**src/rtl/pipe_pkg.sv**
```systemverilog
// Shared constants for the RV32 pipeline sequencer: bubble encoding, FSM states, stage record.
package pipe_pkg;

  localparam logic [31:0] NOP = 32'h0000_0013;

  typedef enum logic [1:0] {
    ST_BOOT   = 2'd0,
    ST_RUN    = 2'd1,
    ST_DRAIN  = 2'd2,
    ST_HALTED = 2'd3
  } state_t;

  // opcode[6:2] values already decoded by the hazard logic
  localparam logic [4:0] OPC_LOAD   = 5'b00000;
  localparam logic [4:0] OPC_STORE  = 5'b01000;
  localparam logic [4:0] OPC_BRANCH = 5'b11000;
  localparam logic [4:0] OPC_OP     = 5'b01100;
  localparam logic [4:0] OPC_LUI    = 5'b01101;

  typedef struct packed {
    logic        vld;
    logic [31:0] instr;
  } stage_t;

  localparam stage_t STAGE_BUBBLE = '{vld: 1'b0, instr: NOP};

endpackage

```
**src/rtl/sat_counter.sv**
```systemverilog
// Saturating event counter: count advances one per cycle with inc high, sticks at all-ones.
// Registered output, one cycle from inc to count; no backpressure.
module sat_counter #(
  parameter int W = 16
) (
  input  logic         clk,
  input  logic         rst_n,
  input  logic         inc,
  output logic [W-1:0] count
);

  logic [W-1:0] r_count;

  always_ff @(posedge clk or negedge rst_n) begin
    if (!rst_n) begin
      r_count <= '0;
    end else if (inc && (r_count != {W{1'b1}})) begin
      r_count <= r_count + 1'b1;
    end
  end

  assign count = r_count;

endmodule

```
**src/rtl/pipe_ctrl.sv**
```systemverilog
// RV32 5-stage sequencer: owns D/X/M/W instruction registers, applies stall/flush/freeze, boot and halt/drain.
// Stage registers update one cycle after inputs; dmem_busy freezes everything, stall_F_D holds F/D and bubbles X.
module pipe_ctrl
  import pipe_pkg::*;
#(
  parameter int          BOOT_CYCLES = 4,
  parameter int          CNT_W       = 16
) (
  input  logic             clk,
  input  logic             rst_n,
  input  logic [31:0]      f_instr,
  input  logic             f_valid,
  input  logic             stall_F_D,
  input  logic             redirect,
  input  logic             dmem_busy,
  input  logic             halt_req,
  input  logic             resume,
  output logic             fetch_en,
  output logic [31:0]      D_stage_instr,
  output logic [31:0]      X_stage_instr,
  output logic [31:0]      M_stage_instr,
  output logic [31:0]      W_stage_instr,
  output logic             D_valid,
  output logic             X_valid,
  output logic             M_valid,
  output logic             W_valid,
  output logic             halted,
  output logic [CNT_W-1:0] stall_cnt,
  output logic [CNT_W-1:0] flush_cnt
);

  localparam int             BW        = (BOOT_CYCLES > 1) ? $clog2(BOOT_CYCLES) : 1;
  localparam logic [BW-1:0]  BOOT_LAST = BW'((BOOT_CYCLES > 0) ? BOOT_CYCLES - 1 : 0);
  localparam state_t         RST_STATE = (BOOT_CYCLES == 0) ? ST_RUN : ST_BOOT;

  state_t        r_state;
  state_t        w_state_nxt;
  logic [BW-1:0] r_boot_cnt;
  logic [BW-1:0] w_boot_nxt;
  logic          r_halt_pend;
  logic          w_halt_pend_nxt;
  logic          w_fetch_en;

  stage_t r_d, r_x, r_m, r_w;
  stage_t w_d_in;
  logic   w_active;
  logic   w_advance;
  logic   w_all_empty;
  logic   w_stall_inc;
  logic   w_flush_inc;

  assign w_active    = (r_state == ST_RUN) || (r_state == ST_DRAIN);
  assign w_advance   = w_active && !dmem_busy;
  assign w_all_empty = !(r_d.vld || r_x.vld || r_m.vld || r_w.vld);
  assign w_flush_inc = w_advance && redirect;
  assign w_stall_inc = w_advance && !redirect && stall_F_D;

  always_ff @(posedge clk or negedge rst_n) begin
    if (!rst_n) begin
      r_state     <= RST_STATE;
      r_boot_cnt  <= '0;
      r_halt_pend <= 1'b0;
    end else begin
      r_state     <= w_state_nxt;
      r_boot_cnt  <= w_boot_nxt;
      r_halt_pend <= w_halt_pend_nxt;
    end
  end

  always_comb begin
    w_state_nxt     = r_state;
    w_boot_nxt      = r_boot_cnt;
    w_halt_pend_nxt = r_halt_pend;
    w_fetch_en      = 1'b0;
    case (r_state)
      ST_BOOT: begin
        w_boot_nxt = r_boot_cnt + 1'b1;
        if (halt_req) w_halt_pend_nxt = 1'b1;
        if (r_boot_cnt == BOOT_LAST) w_state_nxt = ST_RUN;
      end
      ST_RUN: begin
        // a halt latched during boot blocks fetch on the very first RUN cycle
        w_fetch_en = !(dmem_busy || stall_F_D || r_halt_pend);
        if (halt_req || r_halt_pend) begin
          w_state_nxt     = ST_DRAIN;
          w_halt_pend_nxt = 1'b0;
        end
      end
      ST_DRAIN: begin
        if (w_all_empty) w_state_nxt = ST_HALTED;
      end
      ST_HALTED: begin
        if (resume) w_state_nxt = ST_RUN;
      end
      default: w_state_nxt = RST_STATE;
    endcase
  end

  // D only takes f_instr on cycles where fetch is actually consuming it
  assign w_d_in = (w_fetch_en && f_valid) ? '{vld: 1'b1, instr: f_instr} : STAGE_BUBBLE;

  always_ff @(posedge clk or negedge rst_n) begin
    if (!rst_n) begin
      r_d <= STAGE_BUBBLE;
      r_x <= STAGE_BUBBLE;
      r_m <= STAGE_BUBBLE;
      r_w <= STAGE_BUBBLE;
    end else if (!w_active) begin
      r_d <= STAGE_BUBBLE;
      r_x <= STAGE_BUBBLE;
      r_m <= STAGE_BUBBLE;
      r_w <= STAGE_BUBBLE;
    end else if (w_advance) begin
      r_w <= r_m;
      r_m <= r_x;
      if (redirect) begin
        r_x <= STAGE_BUBBLE;
        r_d <= STAGE_BUBBLE;
      end else if (stall_F_D) begin
        r_x <= STAGE_BUBBLE;
      end else begin
        r_x <= r_d;
        r_d <= w_d_in;
      end
    end
  end

  sat_counter #(.W(CNT_W)) u_stall_cnt (
    .clk   (clk),
    .rst_n (rst_n),
    .inc   (w_stall_inc),
    .count (stall_cnt)
  );

  sat_counter #(.W(CNT_W)) u_flush_cnt (
    .clk   (clk),
    .rst_n (rst_n),
    .inc   (w_flush_inc),
    .count (flush_cnt)
  );

  assign fetch_en      = w_fetch_en;
  assign halted        = (r_state == ST_HALTED);
  assign D_stage_instr = r_d.instr;
  assign X_stage_instr = r_x.instr;
  assign M_stage_instr = r_m.instr;
  assign W_stage_instr = r_w.instr;
  assign D_valid       = r_d.vld;
  assign X_valid       = r_x.vld;
  assign M_valid       = r_m.vld;
  assign W_valid       = r_w.vld;

endmodule

```
**config.mk**
```make
export PLATFORM = sky130hd
export DESIGN_NAME = pipe_ctrl
export DESIGN_NICKNAME = d
export VERILOG_FILES = /design/src/rtl/pipe_pkg.sv /design/src/rtl/sat_counter.sv /design/src/rtl/pipe_ctrl.sv
export SDC_FILE = /design/constraint.sdc
export NUM_CORES = 1
export LEC_CHECK = 0
export ABC_CLOCK_PERIOD_IN_PS = 4900
export CORE_MARGIN = 2
export CORE_UTILIZATION = 51
export CTS_BUF_LIST = sky130_fd_sc_hd__clkbuf_8 sky130_fd_sc_hd__clkbuf_16
export DETAILED_ROUTE_END_ITERATION = 8
export PLACE_DENSITY = 0.95
export SLEW_MARGIN = 20
export SYNTH_ARGS = -nofsm -noshare
export SYNTH_HDL_FRONTEND = slang
export SYNTH_SLANG_ARGS = --single-unit
```
**constraint.sdc**
```tcl
create_clock -name clk -period 4.9 [get_ports clk]
set_input_delay 0.735 -clock clk [delete_from_list [all_inputs] [get_ports clk]]
set_output_delay 0.735 -clock clk [all_outputs]
set_load 0.01 [all_outputs]
```
; ---- After elaboration in Yosys (flattened, before gate mapping)
; Index checks and enable logic that the tools add are counted.
[op_classes]
mux = 22
n_eq_ne = 13
addsub = 3
n_reduce_logical = 22
[op_table]
columns = operator, n
row1 = 33-bit two-way mux, 13
row2 = "16-bit by 1-bit adder with 16-bit output, second input constant", 2
row3 = "16-bit inequality test, second input constant", 2
row4 = 2-bit two-way mux, 4
row5 = "2-bit inequality test, second input constant", 4
row6 = 2-bit one-hot mux with 4 select lines, 1
row7 = 1-bit logical AND, 7
row8 = 1-bit logical OR, 7
row9 = "2-bit == test, second input constant", 3
row10 = "2-bit by 1-bit inequality test with 1-bit output, second input constant", 2
row11 = 4-bit AND reduction, 1
row12 = 1-bit zero test, 3
row13 = 1-bit two-way mux, 3
row14 = "3-bit inequality test, second input constant", 1
row15 = 3-bit AND reduction, 1
row16 = "2-bit by 1-bit adder with 2-bit output, second input constant", 1
row17 = "2-bit by 1-bit == test with 1-bit output, second input constant", 1
row18 = 2-bit zero test, 1
row19 = 1-bit one-hot mux with 2 select lines, 1
row20 = 2-bit AND reduction, 1
row21 = 2-bit nonzero test, 1
[word_totals]
ff_bits = 169
out_inout_bits = 166

; ---- Logic depth before layout (Yosys ltp)
; Gate-level depths: netlist (run 1).
[depth]
depth_word = 10
ltp_mapped = 8

; ---- Modules after synthesis
; From an unflattened synthesis (run 1), not the netlist that was laid out.
[hier_totals]
cells_unflattened = 551
hier_area_um2 = 7265.7
[by_module_without_submodules]
columns = module, cells_per_inst, instances, area_each_um2
row1 = pipe_ctrl, 397, 1, 5496.5
row2 = sat_counter, 77, 2, 884.6

; ---- Least setup slack after synthesis (run 1)
; No wires, ideal clock.
[synth_timing]
path_type = input port to output port
from = input port dmem_busy
to = output port fetch_en
path_buffers = 3
setup_slack_ps = 2547
stages = 4
t_arrival_ps = 1618
cell_sequence = clkbuf_1 > buf_2 > buf_2 > nor3_1
[synth_between]
elab_chain_len = 4
[synth_rtl]
columns = element, line
row1 = start: declaration, pipe_ctrl.sv:15  ; input logic dmem_busy,
row2 = 1-bit logical OR (2 in series), pipe_ctrl.sv:83  ; w_fetch_en = !(dmem_busy || stall_F_D || r_halt_pend);
row3 = 1-bit zero test, pipe_ctrl.sv:83
row4 = 1-bit two-way mux, pipe_ctrl.sv:75  ; case (r_state)
row5 = end: declaration, pipe_ctrl.sv:18  ; output logic fetch_en,
; No other way between the ends.

; ---- Final worst setup path (run 1)
[layout_timing]
from = register r_state[0]
to = register u_stall_cnt.r_count[14], in the netlist u_stall_cnt.count[14]
[layout_between]
elab_chain_len = 6
elab_cells_between_ends = 7
[layout_rtl]
columns = element, line
row1 = start: declaration, pipe_ctrl.sv:36  ; state_t r_state;
row2 = start signal: assignment, pipe_ctrl.sv:64  ; r_state <= w_state_nxt;
row3 = 2-bit by 1-bit == test with 1-bit output or 2-bit == test (tied branches), pipe_ctrl.sv:52  ; assign w_active = (r_state == ST_RUN) || (r_state == ST_DRAIN);
row4 = 1-bit logical OR (*), pipe_ctrl.sv:52
row5 = 1-bit logical AND (*), pipe_ctrl.sv:53  ; assign w_advance = w_active && !dmem_busy;
row6 = 1-bit logical AND (*) (2 in series), pipe_ctrl.sv:56  ; assign w_stall_inc = w_advance && !redirect && stall_F_D;
row7 = 1-bit logical AND (*), sat_counter.sv:17  ; end else if (inc && (r_count != {W{1'b1}})) begin
row8 = end signal: assignment, sat_counter.sv:18  ; r_count <= r_count + 1'b1;
row9 = end: declaration, sat_counter.sv:12  ; logic [W-1:0] r_count;
; Mark *: on every way between the ends. The rest lies on a longest branch, timed or not.
; A chain may end at the register's enable or synchronous reset.

==> run metrics, run 1 <==
DR pass1 iterations 5; CP bufs+invs 2; DRC 0; mapped cell area about 7000 sq um; Peak supply drop about 0.00023 V; clock skew roughly 0.011 ns; largest net degree at the start of global routing 90; Crit-path slowest cell nand4bb_1; Synth Register Bits between 150 and 200; vias ~5300; P per Cell Area 376 nW/um^2; Synth warnings 0; status complete, no violations; die area ~15000 sq um; Max Slew Vio Count 0; root buffer cell clkbuf_16; initial antenna violation count 1; most common cell after layout, fill and taps aside clkdlybuf4s50_1; Die Width roughly 120 um; WL/cell slightly above 20 um; Leak approximately 0.0044 uW; sequential share of the synthesized area 0.605; Final setup viols 0; H-Tree Depth 4; GPL Wtd Cong slightly above 0.9; Detailed Route Iter0 Violations 395; routing usage on met3 0.0569; clk slew on worst S/H paths 0.07 ns; share of cells above drive strength 1 0.0874; CTS tree built; Site Rows 42; min setup slack post-route between 1.5 and 2 ns; CP top delay family simple AND/OR/NAND/NOR gates; Setup TNS 0 ns; met1 GRT Util 0.339; starting density of the core 0.525; CP Capture Type register; nature of the critical path startpoint register; clock latency on the worst-skew pair 0.43 ns; slew of the pin with the lowest slew margin ~1.1 ns; cts-stage hold buffer count 0; FMAX roughly 330 MHz; most frequent cells in the layout clkdlybuf4s50_1, dfrtp_1, mux2i_1; GRT Max-Usage Layer met2; Critical Path, Cell by Cell inv_1 -> ha_2 -> buf_4 -> nand4bb_1 -> o21bai_1 -> nor4_1 -> xor2_1; WL final just under 20000 um; Crit path largest cell delay approximately 0.68 ns; arrival time worst endpoint ~3.4 ns; setup slack, reg-to-reg about 1.9 ns; maxcap violations 0; area grow syn2layout 39.9%; gr usage total 0.271; height of the die around 120 um; Port Buffer Count around 210; first-pass GRT wire length 30300 um; Core ar. around 13000 sq um; CTS Buf Count 17; total power ~3700 uW; grt ovf 0; Tightest Hold Check Type input pin to asynchronous set/reset pin; Final Cycle Share 0.617; Post-CTS Setup Bufs 0; unrepaired setup endpoints after global routing false; met2 usage 0.449; Final min period roughly 3.0 ns; final hold viol count 0; Clock Tree Buf Depth 2; WP data required roughly 5.3 ns; library cells used by synthesis 41; ant diodes 0; clk sinks roughly 170; Gate Count Post-Synth around 540; post-detail-place hpwl 13100 um; I/O pin count 206; worst-path maximum fanout 74; vias in the first global route roughly 5500; Setup CP Type register to register; DRT antenna net count 0; via/cell ratio between 5 and 6; post-cts repair resize count 0; synthesized area per cell roughly 13 sq um; worst rel slew slack 0.239; syn nets roughly 600; final net count between 700 and 800; DP Worst Slack ~1.7 ns
==> cells in the mapped netlist, drive strengths merged <==
cell type,instances,area (sq um)
a21oi,1,5.00
a22o,59,517
and2,1,6.26
and3,4,25.0
and3b,1,8.76
and4,3,26.3
buf,10,50.1
clkbuf,21,78.8
dfrtp,157,3930
dfstp,12,315
ha,7,87.6
inv,3,11.3
mux2,4,45.0
mux2i,66,661
nand2,25,93.8
nand2b,4,25.0
nand3,10,50.1
nand3b,1,7.51
nand4,9,62.6
nand4bb,1,11.3
nor2,7,26.3
nor2b,62,388
nor3,16,80.1
nor3b,2,15.0
nor4,8,71.3
o2111ai,2,17.5
o21a,1,7.51
o21ai,2,10.0
o21bai,1,7.51
o22a,6,52.6
o22ai,1,6.26
o41ai,1,8.76
or2,1,6.26
or3,1,6.26
or4,2,18.8
xnor2,2,17.5
xor2,29,254
==> kinds of logic (layout without fill, tap and decap cells) <==
kind of cell    count (synthesis)  count (layout)  share of synthesized area
compound gates                 74              74                     0.0901
simple gates                  158             158                      0.132
mux                            70              70                      0.101
fa+ha+maj                       7               7                     0.0125
xor+xnor                       31              31                     0.0387
flops                         169             169                      0.605
buf+inv                        34             246                     0.0200
==> power by group <==
| part | leakage [uW] | switching, uW | total [uW] | internal, uW |
|---|---|---|---|---|
| Sequential | 0.00229 | 87.6 | 1550 | 1460 |
| Combinational | 0.00187 | 473 | 851 | 377 |
| Clock | 0.000280 | 610 | 1290 | 678 |
| Total | 0.00444 | 1170 | 3690 | 2520 |
==> final timing paths <==
| path | from | cells past startpoint | endpoint |
|---|---|---|---|
| max | r_state[0]$_DFFE_PN0P_ | 7 | u_stall_cnt.count[14]$_DFFE_PN0P_ |
| min | rst_n | 1 | D_stage_instr[25]$_DFFE_PN0P_ |
| max reg2reg | r_state[0]$_DFFE_PN0P_ | 7 | u_stall_cnt.count[14]$_DFFE_PN0P_ |
| min reg2reg | r_boot_cnt[0]$_DFFE_PN0N_ | 1 | r_boot_cnt[0]$_DFFE_PN0N_ |
| max in group asynchronous | rst_n | 2 | M_stage_instr[6]$_DFFE_PN0P_ |
| min in group clk | r_boot_cnt[0]$_DFFE_PN0N_ | 1 | r_boot_cnt[0]$_DFFE_PN0N_ |
==> area by class of cell <==
class	count	area [sq um]
clock inverter	15	155
multi-input combinational	340	2650
tap	176	220
fill	853	3540
timing repair buffer	211	2100
clock buffer	17	425
sequential	169	4240
inverter	3	11.3
==> routing by layer <==
layer / part of all wire / up-vias
met1: 0.39 / 2687
met5: 0 / -
met2: 0.52 / 237
met4: 0.040 / 0
li1: - / 2348
met3: 0.053 / 65
==> worst register-to-register path, stage by stage, from the launching register on <==
cell       delay [ns]
dfrtp_1          0.40
inv_1            0.09
ha_2             0.34
buf_4            0.51
nand4bb_1        0.68
o21bai_1         0.45
nor4_1           0.32
xor2_1           0.17
==> sequential cells by signal, indices dropped and copies added, names as in the netlist <==
signal	flops
W_stage_instr	32
D_stage_instr	32
W_valid	1
u_stall_cnt.count	16
X_stage_instr	32
M_stage_instr	32
r_boot_cnt	2
r_halt_pend	1
r_state	2
X_valid	1
M_valid	1
u_flush_cnt.count	16
D_valid	1
==> stage by stage <==
step                      cells   util  area (sq um)  hold slack (ns)
final                       931  0.735          9810            0.358
after global routing        931  0.735          9810            0.423
after CTS                   931  0.734          9790            0.376
after detailed placement    899  0.690          9210            0.479
after global placement      899  0.690          9210            0.463
after floorplan             543      -          7010            0.439
No activity file was read; power rests on OpenSTA's default activity.
==> inputs of run 2 (changes only) <==
Settings changed: ABC_CLOCK_PERIOD_IN_PS 4900 to 2450, CORE_UTILIZATION 51 to 43, PLACE_DENSITY 0.95 to 0.87.
Clock period 4.9 ns to 2.45 ns, I/O delays scaled along.
==> run metrics, run 2 (synthesis gave the netlist of run 1 again) <==
Die Width about 130 um; Site Rows between 40 and 50; Core ar. 15900 sq um; arrival time worst endpoint roughly 1.9 ns; Hold WS around 0.33 ns; largest net degree at the start of global routing ~60; Setup CP Type register to output port; grt ovf 0; die area between 15000 and 20000 sq um; initial antenna violation count 0; DRT antenna net count 0; final net count between 700 and 800; clock latency on the worst-skew pair between 0.4 and 0.5 ns; P per Cell Area roughly 760 nW/um^2; WP data required approximately 2.1 ns; CTS Buf Count 17; clk sinks roughly 170; Max Slew Vio Count 0; worst-path maximum fanout 4; cts-stage hold buffer count 1; Final min period approximately 2.3 ns; Peak supply drop 0.000476 V; post-cts repair resize count 0; area grow syn2layout 42.1%; I/O pin count about 210; Clock Tree Buf Depth 2; clk slew on worst S/H paths about 0.06 ns; worst rel slew slack 0.529; Tightest Hold Check Type input pin to register; Post-Layout Cell Count roughly 1000; placed cell count approximately 950; most common cell after layout, fill and taps aside clkdlybuf4s50_1; WL final between 15000 and 20000 um; root buffer cell clkbuf_16; status complete, no violations; ant diodes 0; maxcap violations 0; CTS tree built; CP Capture Type output port; Port Buffer Count 205; height of the die 132 um; clock skew approximately 0.0070 ns; Detailed Route Iter0 Violations 281; Final Cycle Share 0.936; first-pass GRT wire length between 20000 and 30000 um; GPL Wtd Cong 0.874; DRC 0; gr usage total 0.204; post-detail-place hpwl roughly 12000 um; Final setup viols 0; nature of the critical path startpoint register; slew of the pin with the lowest slew margin around 0.7 ns; final hold viol count 0; FMAX 436 MHz; vias in the first global route roughly 5200; Leak ~0.0045 uW; Final Instance Area 9960 sq um; vias just over 5000; via/cell ratio a little over 5; WL/cell roughly 18 um; Setup TNS 0 ns; most frequent cells in the layout clkdlybuf4s50_1, dfrtp_1, mux2i_1; share of cells above drive strength 1 0.0876; Post-CTS Setup Bufs 0; DP Area 9350 sq um; DR pass1 iterations 4; unrepaired setup endpoints after global routing false; H-Tree Depth 4; starting density of the core 0.441
[run 2: changes by cell type in the layout (fill, tap and decap cells not counted), moves of 2 or more]
cell / previous run / this run
inv_6: 7 / 0
buf_12: 0 / 2
bufinv_16: 0 / 3
clkinv_8: 3 / 0
clkbuf_8: 0 / 2
inv_1: 3 / 9
clkinv_4: 3 / 1
buf_4: 6 / 14
[run 2: routing by layer]
metal  track usage  routed length, um  vias to the layer above
met1         0.261               7390                     2556
met4        0.0815                425                        0
li1              -                  -                     2355
met5             0                  0                        -
met3        0.0440                879                       29
met2         0.339               8510                      154
[run 2: report_power, final]
group | switching [uW] | total [uW] | internal (uW)
sequential | 163 | 3090 | 2930
combinational | 964 | 1770 | 803
clock | 1050 | 2690 | 1640
[run 2: path summary, 6_finish.rpt]
path                                                 from                               end  slack, ns  depth (start not counted)
min in group asynchronous                           rst_n  u_stall_cnt.count[0]$_DFFE_PN0P_       0.50                          2
worst min-delay path                            dmem_busy               W_valid$_DFFE_PN0P_       0.33                          3
worst max register to register     r_state[0]$_DFFE_PN0P_     D_stage_instr[12]$_DFFE_PN0P_       0.47                          6
worst max-delay path               r_state[1]$_DFFE_PN0P_                          fetch_en       0.16                          5
max in group asynchronous                           rst_n      D_stage_instr[1]$_DFFE_PN1P_       1.20                          3
worst min register to register  r_boot_cnt[0]$_DFFE_PN0N_         r_boot_cnt[0]$_DFFE_PN0N_       0.48                          1
[run 2: worst max-delay path: stages (launching register included)]
cell and delay [ns]:
dfrtp_1 0.41, inv_1 0.09, ha_1 0.20, nand2b_1 0.12, nor3_1 0.14, clkdlybuf4s50_1 0.56
[run 2: cell type report]
class,count,area [sq um]
Clock buffer,19,453
Fill cell,1271,5930
Tap cell,216,270
Inverter,3,11.3
Multi-Input combinational cell,340,2640
Clock inverter,13,141
Timing Repair Buffer,221,2200
Sequential cell,169,4240
[run 2: through the flow]
stage	utilization	setup slack, ns	power, uW
after global routing	0.627	0.0262	7890
after floorplan	-	0.604	4220
after detailed placement	0.589	0.420	4920
final	0.627	0.158	7550
after CTS	0.627	0.120	7620
after global placement	0.589	0.473	4900
